File: config.mk
export PLATFORM = sky130hd
export DESIGN_NAME = vga_pmod_capture
export DESIGN_NICKNAME = d
export VERILOG_FILES = /design/src/rtl/vga_pmod_capture.sv
export SDC_FILE = /design/constraint.sdc
export NUM_CORES = 1
export LEC_CHECK = 0
export ABC_AREA = 1
export ABC_CLOCK_PERIOD_IN_PS = 4300
export CAP_MARGIN = 25
export CORE_ASPECT_RATIO = 1.5
export CORE_MARGIN = 4
export CORE_UTILIZATION = 25
export DETAILED_ROUTE_END_ITERATION = 10
export GPL_TIMING_DRIVEN = 1
export PLACE_DENSITY = 0.41
export SYNTH_ARGS = -nofsm -noshare
export SYNTH_HDL_FRONTEND = slang
export SYNTH_SLANG_ARGS = --single-unit
File: constraint.sdc
create_clock -name clk -period 4.3 [get_ports clk]
set_clock_uncertainty 0.15 [all_clocks]
set_input_delay 0.86 -clock clk [delete_from_list [all_inputs] [get_ports clk]]
set_output_delay 0.86 -clock clk [all_outputs]
set_load 0.005 [all_outputs]
File: src/rtl/vga_pmod_capture.sv
// Receive-side monitor for a TinyVGA PMOD bus: recovers syncs and colour, rebuilds
// pixel coordinates and reports line/frame timing, a per-frame checksum and lock.
module vga_pmod_capture #(
    parameter int H_OFFSET = 144,
    parameter int H_ACTIVE = 640,
    parameter int V_OFFSET = 35,
    parameter int V_ACTIVE = 480
) (
    input  logic        clk,
    input  logic        rst_n,
    input  logic [7:0]  pmod_in,
    output logic        pix_valid,
    output logic [9:0]  pix_x,
    output logic [9:0]  pix_y,
    output logic [1:0]  pix_r,
    output logic [1:0]  pix_g,
    output logic [1:0]  pix_b,
    output logic [10:0] line_len,
    output logic [9:0]  frame_lines,
    output logic [23:0] frame_sum,
    output logic        frame_done,
    output logic [7:0]  frame_cnt,
    output logic        locked,
    output logic        sync_err
);

    localparam logic [11:0] H_LO = 12'(H_OFFSET);
    localparam logic [11:0] H_HI = 12'(H_OFFSET + H_ACTIVE);
    localparam logic [10:0] V_LO = 11'(V_OFFSET);
    localparam logic [10:0] V_HI = 11'(V_OFFSET + V_ACTIVE);

    logic [7:0]  s1_q;
    logic        hs_prev_q, vs_prev_q;
    logic [5:0]  rgb_q, rgb_s;
    logic [10:0] h_cnt_q, h_cnt_d;
    logic [9:0]  v_cnt_q, v_cnt_d;
    logic        h_seen_q, h_seen_d, v_seen_q, v_seen_d;
    logic        ll_valid_q, ll_valid_d, mismatch_q, mismatch_d;
    logic [23:0] acc_q, acc_d;
    logic        pix_valid_q, pix_valid_d;
    logic [9:0]  pix_x_q, pix_x_d, pix_y_q, pix_y_d;
    logic [5:0]  pix_rgb_q, pix_rgb_d;
    logic [10:0] line_len_q, line_len_d;
    logic [9:0]  frame_lines_q, frame_lines_d;
    logic [23:0] frame_sum_q, frame_sum_d;
    logic        frame_done_q, frame_done_d;
    logic [7:0]  frame_cnt_q, frame_cnt_d;
    logic        locked_q, locked_d, sync_err_q, sync_err_d;

    logic        hs_s, vs_s, ha_s, va_s, timeout_s, meas_s, line_bad_s;
    logic        frame_end_s, win_s, mism_now_s;
    logic [10:0] meas_len_s;
    logic [9:0]  v_cnt_inc_s, counted_s;
    logic [23:0] acc_sum_s;

    assign hs_s  = s1_q[7];
    assign vs_s  = s1_q[3];
    assign rgb_s = {s1_q[0], s1_q[4], s1_q[1], s1_q[5], s1_q[2], s1_q[6]};
    assign ha_s  = hs_prev_q & ~hs_s;
    assign va_s  = vs_prev_q & ~vs_s;

    // Next-state logic for counters, timing measurement, checksum and pixel outputs.
    always_comb begin
        h_cnt_d     = h_cnt_q;
        v_cnt_d     = v_cnt_q;
        h_seen_d    = h_seen_q;
        v_seen_d    = v_seen_q | va_s;
        timeout_s   = ~ha_s & (h_cnt_q == 11'h7FE);
        meas_s      = ha_s & h_seen_q;
        meas_len_s  = h_cnt_q + 11'd1;
        line_bad_s  = meas_s & ll_valid_q & (meas_len_s != line_len_q);
        ll_valid_d  = ll_valid_q | meas_s;
        line_len_d  = meas_s ? meas_len_s : line_len_q;
        v_cnt_inc_s = (v_cnt_q == 10'h3FF) ? v_cnt_q : v_cnt_q + 10'd1;
        // The HA coincident with a VA still belongs to the frame that is ending.
        counted_s   = ha_s ? v_cnt_inc_s : v_cnt_q;
        frame_end_s = va_s & v_seen_q;
        mism_now_s  = mismatch_q | line_bad_s;

        if (ha_s) begin
            h_cnt_d  = 11'd0;
            h_seen_d = 1'b1;
        end else if (h_cnt_q != 11'h7FF) begin
            h_cnt_d  = h_cnt_q + 11'd1;
            h_seen_d = timeout_s ? 1'b0 : h_seen_q;
        end else begin
            h_cnt_d  = h_cnt_q;
            h_seen_d = h_seen_q;
        end

        if (va_s) begin
            v_cnt_d = 10'd0;
        end else if (ha_s) begin
            v_cnt_d = v_cnt_inc_s;
        end else begin
            v_cnt_d = v_cnt_q;
        end

        // Window uses the stage-2 counters, which are aligned with rgb_q.
        win_s = h_seen_q & v_seen_q
              & ({1'b0, h_cnt_q} >= H_LO) & ({1'b0, h_cnt_q} < H_HI)
              & ({1'b0, v_cnt_q} >= V_LO) & ({1'b0, v_cnt_q} < V_HI);
        acc_sum_s   = acc_q + (win_s ? {18'd0, rgb_q} : 24'd0);
        pix_valid_d = win_s;
        pix_x_d     = win_s ? 10'(h_cnt_q - 11'(H_OFFSET)) : 10'd0;
        pix_y_d     = win_s ? 10'(v_cnt_q - 10'(V_OFFSET)) : 10'd0;
        pix_rgb_d   = win_s ? rgb_q : 6'd0;

        if (frame_end_s) begin
            acc_d         = 24'd0;
            mismatch_d    = 1'b0;
            frame_sum_d   = acc_sum_s;
            frame_lines_d = counted_s;
            frame_cnt_d   = frame_cnt_q + 8'd1;
        end else begin
            acc_d         = acc_sum_s;
            mismatch_d    = mism_now_s;
            frame_sum_d   = frame_sum_q;
            frame_lines_d = frame_lines_q;
            frame_cnt_d   = frame_cnt_q;
        end
        frame_done_d = frame_end_s;

        if (line_bad_s | timeout_s) begin
            locked_d = 1'b0;
        end else if (frame_end_s) begin
            locked_d = (counted_s == frame_lines_q) & ~mism_now_s & (counted_s != 10'd0);
        end else begin
            locked_d = locked_q;
        end
        sync_err_d = sync_err_q | line_bad_s | timeout_s;
    end

    // State and output registers.
    always_ff @(posedge clk or negedge rst_n) begin
        if (!rst_n) begin
            s1_q          <= 8'd0;
            hs_prev_q     <= 1'b0;
            vs_prev_q     <= 1'b0;
            rgb_q         <= 6'd0;
            h_cnt_q       <= 11'd0;
            v_cnt_q       <= 10'd0;
            h_seen_q      <= 1'b0;
            v_seen_q      <= 1'b0;
            ll_valid_q    <= 1'b0;
            mismatch_q    <= 1'b0;
            acc_q         <= 24'd0;
            pix_valid_q   <= 1'b0;
            pix_x_q       <= 10'd0;
            pix_y_q       <= 10'd0;
            pix_rgb_q     <= 6'd0;
            line_len_q    <= 11'd0;
            frame_lines_q <= 10'd0;
            frame_sum_q   <= 24'd0;
            frame_done_q  <= 1'b0;
            frame_cnt_q   <= 8'd0;
            locked_q      <= 1'b0;
            sync_err_q    <= 1'b0;
        end else begin
            s1_q          <= pmod_in;
            hs_prev_q     <= hs_s;
            vs_prev_q     <= vs_s;
            rgb_q         <= rgb_s;
            h_cnt_q       <= h_cnt_d;
            v_cnt_q       <= v_cnt_d;
            h_seen_q      <= h_seen_d;
            v_seen_q      <= v_seen_d;
            ll_valid_q    <= ll_valid_d;
            mismatch_q    <= mismatch_d;
            acc_q         <= acc_d;
            pix_valid_q   <= pix_valid_d;
            pix_x_q       <= pix_x_d;
            pix_y_q       <= pix_y_d;
            pix_rgb_q     <= pix_rgb_d;
            line_len_q    <= line_len_d;
            frame_lines_q <= frame_lines_d;
            frame_sum_q   <= frame_sum_d;
            frame_done_q  <= frame_done_d;
            frame_cnt_q   <= frame_cnt_d;
            locked_q      <= locked_d;
            sync_err_q    <= sync_err_d;
        end
    end

    assign pix_valid   = pix_valid_q;
    assign pix_x       = pix_x_q;
    assign pix_y       = pix_y_q;
    assign pix_r       = pix_rgb_q[5:4];
    assign pix_g       = pix_rgb_q[3:2];
    assign pix_b       = pix_rgb_q[1:0];
    assign line_len    = line_len_q;
    assign frame_lines = frame_lines_q;
    assign frame_sum   = frame_sum_q;
    assign frame_done  = frame_done_q;
    assign frame_cnt   = frame_cnt_q;
    assign locked      = locked_q;
    assign sync_err    = sync_err_q;

endmodule

==> summary by stage <==
Status
The run finished with clean final reports.

Worst setup path
Data on the critical path arrives at its endpoint at roughly 3900 ps. The number of buffers and inverters on the critical path is 2. Counting cells, the worst reg-to-reg path comes to 15.

The startpoint of the worst register-to-register path is v_cnt_q[0]. The worst setup slack for register-to-register paths is 580 ps. The critical path class is reg -> reg. Among all stages on the critical path, the largest delay is contributed by sky130_fd_sc_hd__dfrtp_1. Counting buffers and inverters, the worst setup path is 15 cells deep. The family with the most delay on the worst path is compound AO/OA/AOI/OAI gates. The worst register-to-register path ends at frame_sum[23]. The required arrival time at the worst endpoint is 4480 ps. The type of element capturing the critical path is a flop. The stage delay of the slowest cell on the critical path is between 400 and 500 ps. The nature of the critical path startpoint is a flop. The launching instance or port of the critical path is v_cnt_q[0]. The largest fanout on the critical path is 8. The critical path goes through ha_1 > inv_1 > nand3_1 > o31ai_1 > nand4_4 > nor2_1 > ha_1 > a21o_1 > a31o_2 > a21oi_1 > inv_1 > nand2_1 > or2_1 > nand3_1 > o21a_1.

GRT
The met3 routing resource usage after global routing is between 2 and 3%. The global routing met2 resource utilization is 24.7%. The via count of the first global-routing pass was between 5k and 6k. The layer flagged by global routing as most heavily used is met2. In the global route stage, met1 resource usage came out at 14.0%. The global-route usage over all layers is between 10% and 20%. The largest net degree at the start of global routing is 76. The residual overflow from global routing is 0.

The first global-routing pass estimated between 30000 and 40000 um of wire. The number of antenna violations at the first check in global routing is 0.

Routing
The final antenna-violating net count is 0. The iteration count of the initial detailed-routing pass is 5. The via density per instance is 4.33. The routed wire length is a little under 20000 um.

The routed via count is around 5.6k. After detailed routing, the number of remaining DRC violations is 0. The routed length per instance is 15.1 um.

The detailed router finished its first iteration with about 190 violations.

Cells and area
The most common cell after layout, fill and taps aside is sky130_fd_sc_hd__nand2_1. The fraction of layout instances using a drive strength above 1 is under 10%. At the end of the flow, the number of nets in the layout was roughly 960.

The post-layout instance count excluding filler cells is ~1.3k. The area growth from synthesis to layout is 27.3%. For this run, the share of the core covered by cells in the final layout is between 30% and 40%. In the layout the commonest cells are sky130_fd_sc_hd__nand2_1 (222), sky130_fd_sc_hd__dfrtp_1 (148), sky130_fd_sc_hd__inv_1 (97), sky130_fd_sc_hd__clkdlybuf4s50_1 (91), sky130_fd_sc_hd__nor2_1 (85). The repair_antennas step left the layout with diodes totalling 0. The filler cells instantiated in the layout total 2990.

Floorplanning
The die width is 146 um. The initialized floorplan defines 75 standard-cell rows. The die outline area is around 0.031 mm^2. The core region area is approximately 0.028 mm^2. Pin placement for this block handled between 90 and 100 I/O pins. Once the floorplan was initialized, standard cells occupied between 20% and 30% of the core. The vertical extent of the die is between 200 and 250 um.

Logic synthesis
The mean cell area of the mapped netlist is about 8.5 um^2. The sequential element share of the synthesized area is a little over half. Summing every instance area after synthesis gives 0.00709 mm^2. The Yosys step of the flow raised 0 warnings.

For this run, asynchronously set or reset flops after synthesis account for between 90% and 100%. The number of enable-type register cells in the synthesized netlist is 0. The dominant synthesized flop cell is sky130_fd_sc_hd__dfrtp_1. Synthesis inferred 148 register bits.

Synthesis produced 832 cells. The number of nets produced by synthesis is 857. Synthesis instantiated 44 different standard cells from the library.

Clocking
The root buffer cell chosen for the clock tree is sky130_fd_sc_hd__clkbuf_16. Buffers inserted during clock tree synthesis total 17. For the worst-skew pair, the clock arrives at the later sink with an insertion delay of around 440 ps. The setup fix buffers added after clock tree synthesis is 0. After clock tree synthesis, the flow added hold-fix buffers numbering 0.

TritonCTS built the clock tree. Clock-pin slew was measured on the worst setup and hold paths at roughly 60 ps. The post-cts resize count is 0. No sink is reached through more buffers than the 2 on the longest clock path. The H-tree depth is 4. The number of sinks driven by the clock tree is around 150.

Power and ir drop
The switching power total is about 1 mW. Power spread over the standard cell area amounts to ~400 mW/mm^2. Registers are responsible for a little over two fifths of the overall power. Total power for the finished layout comes to approximately 3.6 mW. The maximum ir drop on the vdd rail is about 0.28 mV. In this run, the clock network consumes a little over two fifths of the power. The internal power of the cells totals between 2 and 3 mW. The analysis attributes to cell leakage a power of 4.29 nW. Of the total power, the share spent switching nets is roughly 27%. The share of total power dissipated in combinational logic is roughly 13%.

STA
Setup repair after global routing left no endpoint under its margin. The portion of the clock cycle consumed by the worst path in the final layout is about 87%. The final setup TNS is 0 ps.

The minimum clock period is 3720 ps. The total count of hold-check failures in the final report is 0. Derived from the worst setup path, the maximum achievable clock frequency is between 200 and 300 MHz. Setup violations remaining at the end of the flow were counted as 0. The relative max-transition margin is about half. The total count of max-transition violations in the final report was 0. The final worst hold slack is approximately 200 ps. The transition time at the pin with the least slew margin is ~740 ps.

Place
At the end of routability-driven placement, the weighted congestion stood at approximately 0.83. Once placement completed, the tool counted placed cells totaling 1258. The count of port buffers added during placement is roughly 90. The HPWL after detailed placement is about 15000 um.

Worst hold path
For hold timing, the worst endpoint is rgb_q[5]. The worst hold path begins at s1_q[0]. Along the worst hold path, the cell count comes to 0.

The tightest min-delay check is of the reg -> reg type.

Run
The max capacitance violation total is 0.
-- synthesized netlist by cell type (10+ instances only) --
master	count	area (um^2)
sky130_fd_sc_hd__a21oi_1	16	80.1
sky130_fd_sc_hd__clkbuf_1	10	37.5
sky130_fd_sc_hd__dfrtp_1	148	3700
sky130_fd_sc_hd__ha_1	14	175
sky130_fd_sc_hd__inv_1	97	364
sky130_fd_sc_hd__nand2_1	222	833
sky130_fd_sc_hd__nand3_1	62	310
sky130_fd_sc_hd__nand4_1	18	113
sky130_fd_sc_hd__nor2_1	85	319
sky130_fd_sc_hd__o21ai_0	48	240
sky130_fd_sc_hd__xnor2_1	11	96.3
sky130_fd_sc_hd__xor2_1	24	210
-- power by group through the flow --
stage,sequential (mW),combinational [mW],clock [mW]
after CTS,1.58,0.505,1.61
final,1.58,0.487,1.56
after global placement,1.61,0.501,0
after global routing,1.60,0.555,1.67
after floorplan,1.57,0.276,0
after detailed placement,1.61,0.502,0
-- worst reg2reg max path, delay by kind of cell, from the launching register on --
kind | cells | cell delay (ps)
adders and majority gates | 2 | 640
DFF | 1 | 450
AOI/OAI and AO/OA | 5 | 1250
buffers and inverters | 2 | 250
and+or+nand+nor | 6 | 890
-- area by class of cell --
cell class | count | area, um^2 | share of cell area [%]
clock buffer | 19 | 453 | 5.02
multi-input combinational | 562 | 2900 | 32.1
tap | 346 | 433 | 4.80
inverter | 101 | 379 | 4.20
sequential | 148 | 3700 | 41.0
clock inverter | 13 | 158 | 1.75
timing repair buffer | 101 | 1000 | 11.1
-- how the worst max path moves through the flow --
stage	end	slack, ps
after floorplan	frame_sum[22]	890
after global placement	frame_sum[22]	630
after detailed placement	frame_sum[22]	560
after CTS	frame_sum[22]	480
after global routing	frame_sum[22]	90
final	frame_sum[23]	580
-- state kept, by name, summed over array words and instances, names as in the netlist --
register and cells:
locked 1, frame_cnt 8, s1_q 8, sync_err 1, frame_lines 10, ll_valid_q 1
pix_y 10, mismatch_q 1, v_seen_q 1, rgb_q 6, pix_rgb_q 6, vs_prev_q 1
pix_valid 1, pix_x 10, acc_q 24, frame_done 1, h_cnt_q 11, h_seen_q 1
frame_sum 24, v_cnt_q 10, line_len 11, hs_prev_q 1
-- kinds of logic after synthesis --
kind of cell | Yosys count | synth area share (%)
XOR/XNOR | 35 | 4.32
adder cells (fa/ha/maj) | 15 | 2.75
AND/OR/NAND/NOR | 432 | 27.3
flip-flops | 148 | 52.2
buffers and inverters | 122 | 6.92
AO/OA/AOI/OAI | 80 | 6.44
-- per-stage QoR --
stage	area, um^2	setup slack, ps
after floorplan	7090	887
after global placement	8420	628
after detailed placement	8420	562
after CTS	9030	482
after global routing	9030	89.6
final	9030	577
-- layer usage --
| metal | wire, um | up-vias | share of wire, % |
|---|---|---|---|
| li1 | - | 2838 | - |
| met1 | 7740 | 2640 | 40 |
| met2 | 10800 | 85 | 55 |
| met3 | 507 | 24 | 2.6 |
| met4 | 507 | 0 | 2.6 |
| met5 | 0 | - | 0 |
Power figures use the tool's default switching activity.
